## src/rtl/fwd_hazard_ctrl_if.sv

```systemverilog
// Purpose: ID-stage hazard bus between decode and the forwarding/stall controller.
// Latency: wires only; the controller answers combinationally in the same cycle.
// Backpressure: STALL from the controller holds PC and IF/ID; there is no other flow control.
interface fwd_hazard_ctrl_if #(
    parameter int REG_W = 5,
    parameter int CNT_W = 8
) ();
    logic [REG_W-1:0] ID_RA;
    logic [REG_W-1:0] ID_RB;
    logic             ID_RA_USED;
    logic             ID_RB_USED;
    logic [REG_W-1:0] ID_RD;
    logic             ID_RF_LE;
    logic             ID_LOAD;
    logic             FLUSH;
    logic [1:0]       FWD_A_S;
    logic [1:0]       FWD_B_S;
    logic             STALL;
    logic [CNT_W-1:0] STALL_CNT;

    // Decode side drives the ID instruction fields and observes the controller outputs
    modport master (
        output ID_RA, ID_RB, ID_RA_USED, ID_RB_USED, ID_RD, ID_RF_LE, ID_LOAD, FLUSH,
        input  FWD_A_S, FWD_B_S, STALL, STALL_CNT
    );

    // Controller side
    modport slave (
        input  ID_RA, ID_RB, ID_RA_USED, ID_RB_USED, ID_RD, ID_RF_LE, ID_LOAD, FLUSH,
        output FWD_A_S, FWD_B_S, STALL, STALL_CNT
    );
endinterface

```

## src/rtl/fwd_hazard_ctrl.sv

```systemverilog
// Purpose: operand forwarding selects and load-use stall from a 3-entry EX/MEM/WB shadow pipe.
// Latency: selects and STALL are combinational from ID inputs and registered entries.
// Backpressure: STALL holds IF/ID for one cycle and injects a bubble into EX; FLUSH overrides it.
module fwd_hazard_ctrl #(
    parameter int REG_W = 5,
    parameter int CNT_W = 8
) (
    input  logic            clk,
    input  logic            reset,
    fwd_hazard_ctrl_if.slave bus
);

    typedef struct packed {
        logic             valid;
        logic [REG_W-1:0] rd;
        logic             load;
    } shadow_t;

    localparam shadow_t SHADOW_EMPTY = '{valid: 1'b0, rd: '0, load: 1'b0};

    shadow_t          ex_q;
    shadow_t          mem_q;
    shadow_t          wb_q;
    logic [CNT_W-1:0] stall_cnt_q;
    logic             stall;
    logic             match_a;
    logic             match_b;

    // Youngest valid producer of a nonzero source wins; r0 never forwards
    function automatic logic [1:0] fwd_sel(input logic used, input logic [REG_W-1:0] src,
                                           input shadow_t ex, input shadow_t mem,
                                           input shadow_t wb);
        logic [1:0] sel;
        sel = 2'b00;
        if (used && (src != '0)) begin
            if (ex.valid && (ex.rd == src))
                sel = 2'b01;
            else if (mem.valid && (mem.rd == src))
                sel = 2'b10;
            else if (wb.valid && (wb.rd == src))
                sel = 2'b11;
        end
        return sel;
    endfunction

    // Operand selects are driven even while stalling; the consumer ignores them then
    always_comb begin
        bus.FWD_A_S = fwd_sel(bus.ID_RA_USED, bus.ID_RA, ex_q, mem_q, wb_q);
        bus.FWD_B_S = fwd_sel(bus.ID_RB_USED, bus.ID_RB, ex_q, mem_q, wb_q);
    end

    // Load in EX feeding a used source in ID needs one bubble; a squashed ID needs none
    always_comb begin
        match_a = bus.ID_RA_USED && (bus.ID_RA != '0) && (bus.ID_RA == ex_q.rd);
        match_b = bus.ID_RB_USED && (bus.ID_RB != '0) && (bus.ID_RB == ex_q.rd);
        stall   = !bus.FLUSH && ex_q.valid && ex_q.load && (ex_q.rd != '0)
                  && (match_a || match_b);
    end

    assign bus.STALL     = stall;
    assign bus.STALL_CNT = stall_cnt_q;

    // Shadow pipeline advance; a stalled or flushed ID slot enters EX as a bubble
    always_ff @(posedge clk) begin
        if (reset) begin
            ex_q  <= SHADOW_EMPTY;
            mem_q <= SHADOW_EMPTY;
            wb_q  <= SHADOW_EMPTY;
        end else begin
            wb_q  <= mem_q;
            mem_q <= ex_q;
            if (stall || bus.FLUSH)
                ex_q <= SHADOW_EMPTY;
            else
                ex_q <= '{valid: bus.ID_RF_LE, rd: bus.ID_RD, load: bus.ID_LOAD};
        end
    end

    // Saturating stall-cycle counter, cleared only by reset
    always_ff @(posedge clk) begin
        if (reset)
            stall_cnt_q <= '0;
        else if (stall && (stall_cnt_q != {CNT_W{1'b1}}))
            stall_cnt_q <= stall_cnt_q + 1'b1;
    end

endmodule

```

## src/flat_wrapper.sv

```systemverilog
// flat-port wrapper written by rule: the top's interface ports become plain ports
module fwd_hazard_ctrl_flat 
#(
    parameter int REG_W = 5,
    parameter int CNT_W = 8
)
  (clk, reset, bus_ID_RA, bus_ID_RB, bus_ID_RA_USED, bus_ID_RB_USED, bus_ID_RD, bus_ID_RF_LE, bus_ID_LOAD, bus_FLUSH, bus_FWD_A_S, bus_FWD_B_S, bus_STALL, bus_STALL_CNT);
  fwd_hazard_ctrl_if #(.REG_W(REG_W), .CNT_W(CNT_W)) bus_i ();
  input  logic clk;
  input  logic reset;
  input wire logic [$bits(bus_i.ID_RA)-1:0] bus_ID_RA;
  input wire logic [$bits(bus_i.ID_RB)-1:0] bus_ID_RB;
  input wire logic [$bits(bus_i.ID_RA_USED)-1:0] bus_ID_RA_USED;
  input wire logic [$bits(bus_i.ID_RB_USED)-1:0] bus_ID_RB_USED;
  input wire logic [$bits(bus_i.ID_RD)-1:0] bus_ID_RD;
  input wire logic [$bits(bus_i.ID_RF_LE)-1:0] bus_ID_RF_LE;
  input wire logic [$bits(bus_i.ID_LOAD)-1:0] bus_ID_LOAD;
  input wire logic [$bits(bus_i.FLUSH)-1:0] bus_FLUSH;
  output wire logic [$bits(bus_i.FWD_A_S)-1:0] bus_FWD_A_S;
  output wire logic [$bits(bus_i.FWD_B_S)-1:0] bus_FWD_B_S;
  output wire logic [$bits(bus_i.STALL)-1:0] bus_STALL;
  output wire logic [$bits(bus_i.STALL_CNT)-1:0] bus_STALL_CNT;
  assign bus_i.ID_RA = bus_ID_RA;
  assign bus_i.ID_RB = bus_ID_RB;
  assign bus_i.ID_RA_USED = bus_ID_RA_USED;
  assign bus_i.ID_RB_USED = bus_ID_RB_USED;
  assign bus_i.ID_RD = bus_ID_RD;
  assign bus_i.ID_RF_LE = bus_ID_RF_LE;
  assign bus_i.ID_LOAD = bus_ID_LOAD;
  assign bus_i.FLUSH = bus_FLUSH;
  assign bus_FWD_A_S = bus_i.FWD_A_S;
  assign bus_FWD_B_S = bus_i.FWD_B_S;
  assign bus_STALL = bus_i.STALL;
  assign bus_STALL_CNT = bus_i.STALL_CNT;
  fwd_hazard_ctrl #(.REG_W(REG_W), .CNT_W(CNT_W)) u_core (.clk(clk), .reset(reset), .bus(bus_i));
endmodule
```

## config.mk

```make
export PLATFORM = sky130hd
export DESIGN_NAME = fwd_hazard_ctrl_flat
export DESIGN_NICKNAME = d
export VERILOG_FILES = /design/src/rtl/fwd_hazard_ctrl_if.sv /design/src/rtl/fwd_hazard_ctrl.sv /design/src/flat_wrapper.sv
export SDC_FILE = /design/constraint.sdc
export NUM_CORES = 1
export LEC_CHECK = 0
export ABC_AREA = 1
export BUFFER_PORTS_ARGS = -buffer_cell sky130_fd_sc_hd__clkbuf_2
export CAP_MARGIN = 20
export CORE_MARGIN = 5
export CORE_UTILIZATION = 48
export CTS_BUF_LIST = sky130_fd_sc_hd__clkbuf_16
export DETAILED_ROUTE_END_ITERATION = 10
export GPL_ROUTABILITY_DRIVEN = 0
export MAX_ROUTING_LAYER = met4
export PLACE_DENSITY = 0.75
export SLEW_MARGIN = 5
export SYNTH_ARGS = -nofsm -noshare
export SYNTH_HDL_FRONTEND = slang
export SYNTH_SLANG_ARGS = --single-unit
```

## constraint.sdc

```tcl
create_clock -name clk -period 1.3 [get_ports clk]
set_input_delay 0.065 -clock clk [delete_from_list [all_inputs] [get_ports clk]]
set_output_delay 0.065 -clock clk [all_outputs]
set_load 0.005 [all_outputs]
```

==> summary.txt <==
Outcome - complete, but fails checks
Failing checks - negative hold slack, negative setup slack
Layout area overhead - 47.2%
CP delay by family, top - simple AND/OR/NAND/NOR gates
FMAX - 641 MHz
Final worst slack - -261 ps
First-pass GRT wire length - 7700 um
Final Hold Fails - 1
Pint - 1.37 mW
Setup Crit Path Kind - reg -> reg
Vias - 1863
Root Buffer - clkbuf_16
Max_cap viols - 0
CTS buffer count - 3
Tmin final - 1560 ps
Top FF cell, synth - dfxtp_1
Highest-count cells in the layout ignoring fill and taps - 53 x nand2_1, 47 x inv_1, 33 x nor2_1, 33 x clkbuf_2, 25 x buf_4
Die Y - 67.4 um
Yosys top cell area share - 0.342
Crit path launch type - flip-flop
Setup crit end kind - flip-flop
Net Sw Frac - 0.249
Post-Syn Area - 1580 um^2
Top cells by area, synth - dfxtp_1 34%, nand2_1 14%, inv_1 12%, nor2_1 8.6%, nand4_1 5.9%
Maximum vdd drop - 0.912 mV
PwrDens - 785 nW/um^2
Mean post-synth cell area - 6.32 um^2
Vias in the first global route - 1745
EDFF count, synth - 0
Clock transition at path regs - 70 ps
Area leader, netlist - dfxtp_1
Final wirelength - 4900 um
Syn Nets - 273
TritonRoute pass-1 iters - 4
Syn Inst Count - 250
IO Port Bufs - 34
Clock skew - 4.40 ps
Slew @ Worst Pin - 214 ps
WP data arrival - 1760 ps
Worst EP required - 1500 ps
Die ar. - 4540 um^2
NumNets Final - 345
Routed wire length per instance - 13.4 um
#FFs+latches synth - 27
CTS tree - built
Max Buffers Root-to-Sink - 2
CP Max Fanout - 5
Final period util - 1.20
Logic pwr share - 0.145
Buffers & Inverters on Critical Path - 4
Row cnt - 20
Initial DRC count - 183
Synth warnings - 0
Sequential-to-total area share from yosys stat - 0.342
Pin count of the biggest net entering global routing - 15
Library cells used by synthesis - 25
Slowest CP cell - dfxtp_2
Leakage power total - 1.12 nW
Seq pwr share - 0.470
Worst skew pair latency - 260 ps
Drc violations - 0
Commonest non-fill, non-tap cell in the layout - nand2_1
Top-level I/O count - 35
Clk pwr share - 0.385
Hpwl dp - 3290 um
Ordered list of cells on the worst path - inv_2 > nand2_1 > nand2_1 > nand3_2 > nor2_4 > nand2_2 > nand2_4 > buf_8 > buf_12 > nand3_4 > nand2_2 > inv_2 > nor2_1
RSZ-0062 raised after global routing - yes
Power, Total - 1.83 mW
Slew HR - 0.857
Final Max Tran Viols - 0
Initial antenna violation count - 0
Post-route ant nets - 0
Initial core utilization - 0.509
# setup viols final - 20
Grt ovf - 0
Setup WS pre-CTS - -99.4 ps
Net switching power - 0.455 mW
Die Width - 67.4 um
Vias per cell - 5.10
Fin util - 0.750
Final std cells w/o fill - 365
Core box area - 3100 um^2
ANT cells - 0
Fraction of registers with async set or reset after synthesis - 0
Worst min path class - in -> reg
Fraction of layout instances using a drive strength above 1 - 0.368
WHS - -3.76 ps
Placed Cells - 349
Total GRT Usage - 0.232
TritonCTS Sinks - 27
Largest stage delay, worst path - 330 ps
CTS H-tree depth - 1
[per-layer routing]
metal / up-vias / track usage / part of all wire
met5: - / - / 0
met4: 0 / 0.0810 / 0.037
met3: 18 / 0.0383 / 0.082
met2: 97 / 0.374 / 0.47
met1: 828 / 0.293 / 0.41
li1: 920 / - / -
[through the flow]
step                      instance area, um^2  hold WS, ps  TNS (ps)
after floorplan                          1600          137         0
after global placement                   2000          264      -699
after detailed placement                 2000          265     -1010
after CTS                                2270         1.39     -1690
after global routing                     2330         13.7     -5000
final                                    2330        -3.76     -2610
[repair_timing]
action	4_1_cts	5_1_grt
pin swaps	12	10
hold endpoints to repair	6	0
hold buffers	6	0
setup buffers	4	1
gates resized for setup	28	17
gates cloned	1	0
setup endpoints to repair	20	20
[worst paths after layout]
check                        from  slack, ps                       to  cells after the start
hold / removal       bus_ID_RF_LE         -4           u_core.ex_q[6]                      3
hold reg to reg   u_core.mem_q[6]        460           u_core.wb_q[6]                      2
setup reg to reg   u_core.ex_q[4]       -260  u_core.bus.STALL_CNT[3]                     13
setup / recovery   u_core.ex_q[4]       -260  u_core.bus.STALL_CNT[3]                     13
[state kept, by name, indices dropped and copies added (netlist names)]
name and count:
u_core.bus.STALL_CNT 8, u_core.ex_q 7, u_core.mem_q 6, u_core.wb_q 6
[cell usage after synthesis (4+ instances only)]
library cell and count:
nor3_1 4, o22ai_1 8, inv_1 52, nor2_1 36, nand2_1 57, nand4_1 15, a21oi_1 10, xor2_1 4
nand3_1 8, inv_2 5, dfxtp_1 27
[cells by family after synthesis]
kind of cell,count (synthesis),share of synthesized area
and+or+nand+nor,132,0.378
buffers and inverters,61,0.153
DFF,27,0.342
AOI/OAI and AO/OA,22,0.0808
xor gates and xnor gates,7,0.0388
adders and majority gates,1,0.00792
[area by class of cell]
class | count | area (um^2)
well taps | 44 | 55.1
clock inverters | 1 | 3.75
flip-flops and latches | 27 | 562
repair buffers | 70 | 512
inverters | 58 | 218
clock buffers | 3 | 75.1
multi-input cells | 162 | 901
fillers | 261 | 777
[power by group through the flow]
stage               Clock [mW]  Combinational [mW]  Sequential (mW)
global placement             0               0.205            0.875
floorplan                    0               0.116            0.872
detailed placement           0               0.207            0.876
CTS                      0.699               0.244            0.860
finish                   0.702               0.265            0.859
global route             0.729               0.293            0.860
[worst register-to-register path: cells and delay by family (launching register included)]
kind / cells / cell delay [ps]
DFF: 1 / 330
buffers and inverters: 4 / 370
and+or+nand+nor: 9 / 810
Power figures use the tool's default switching activity.
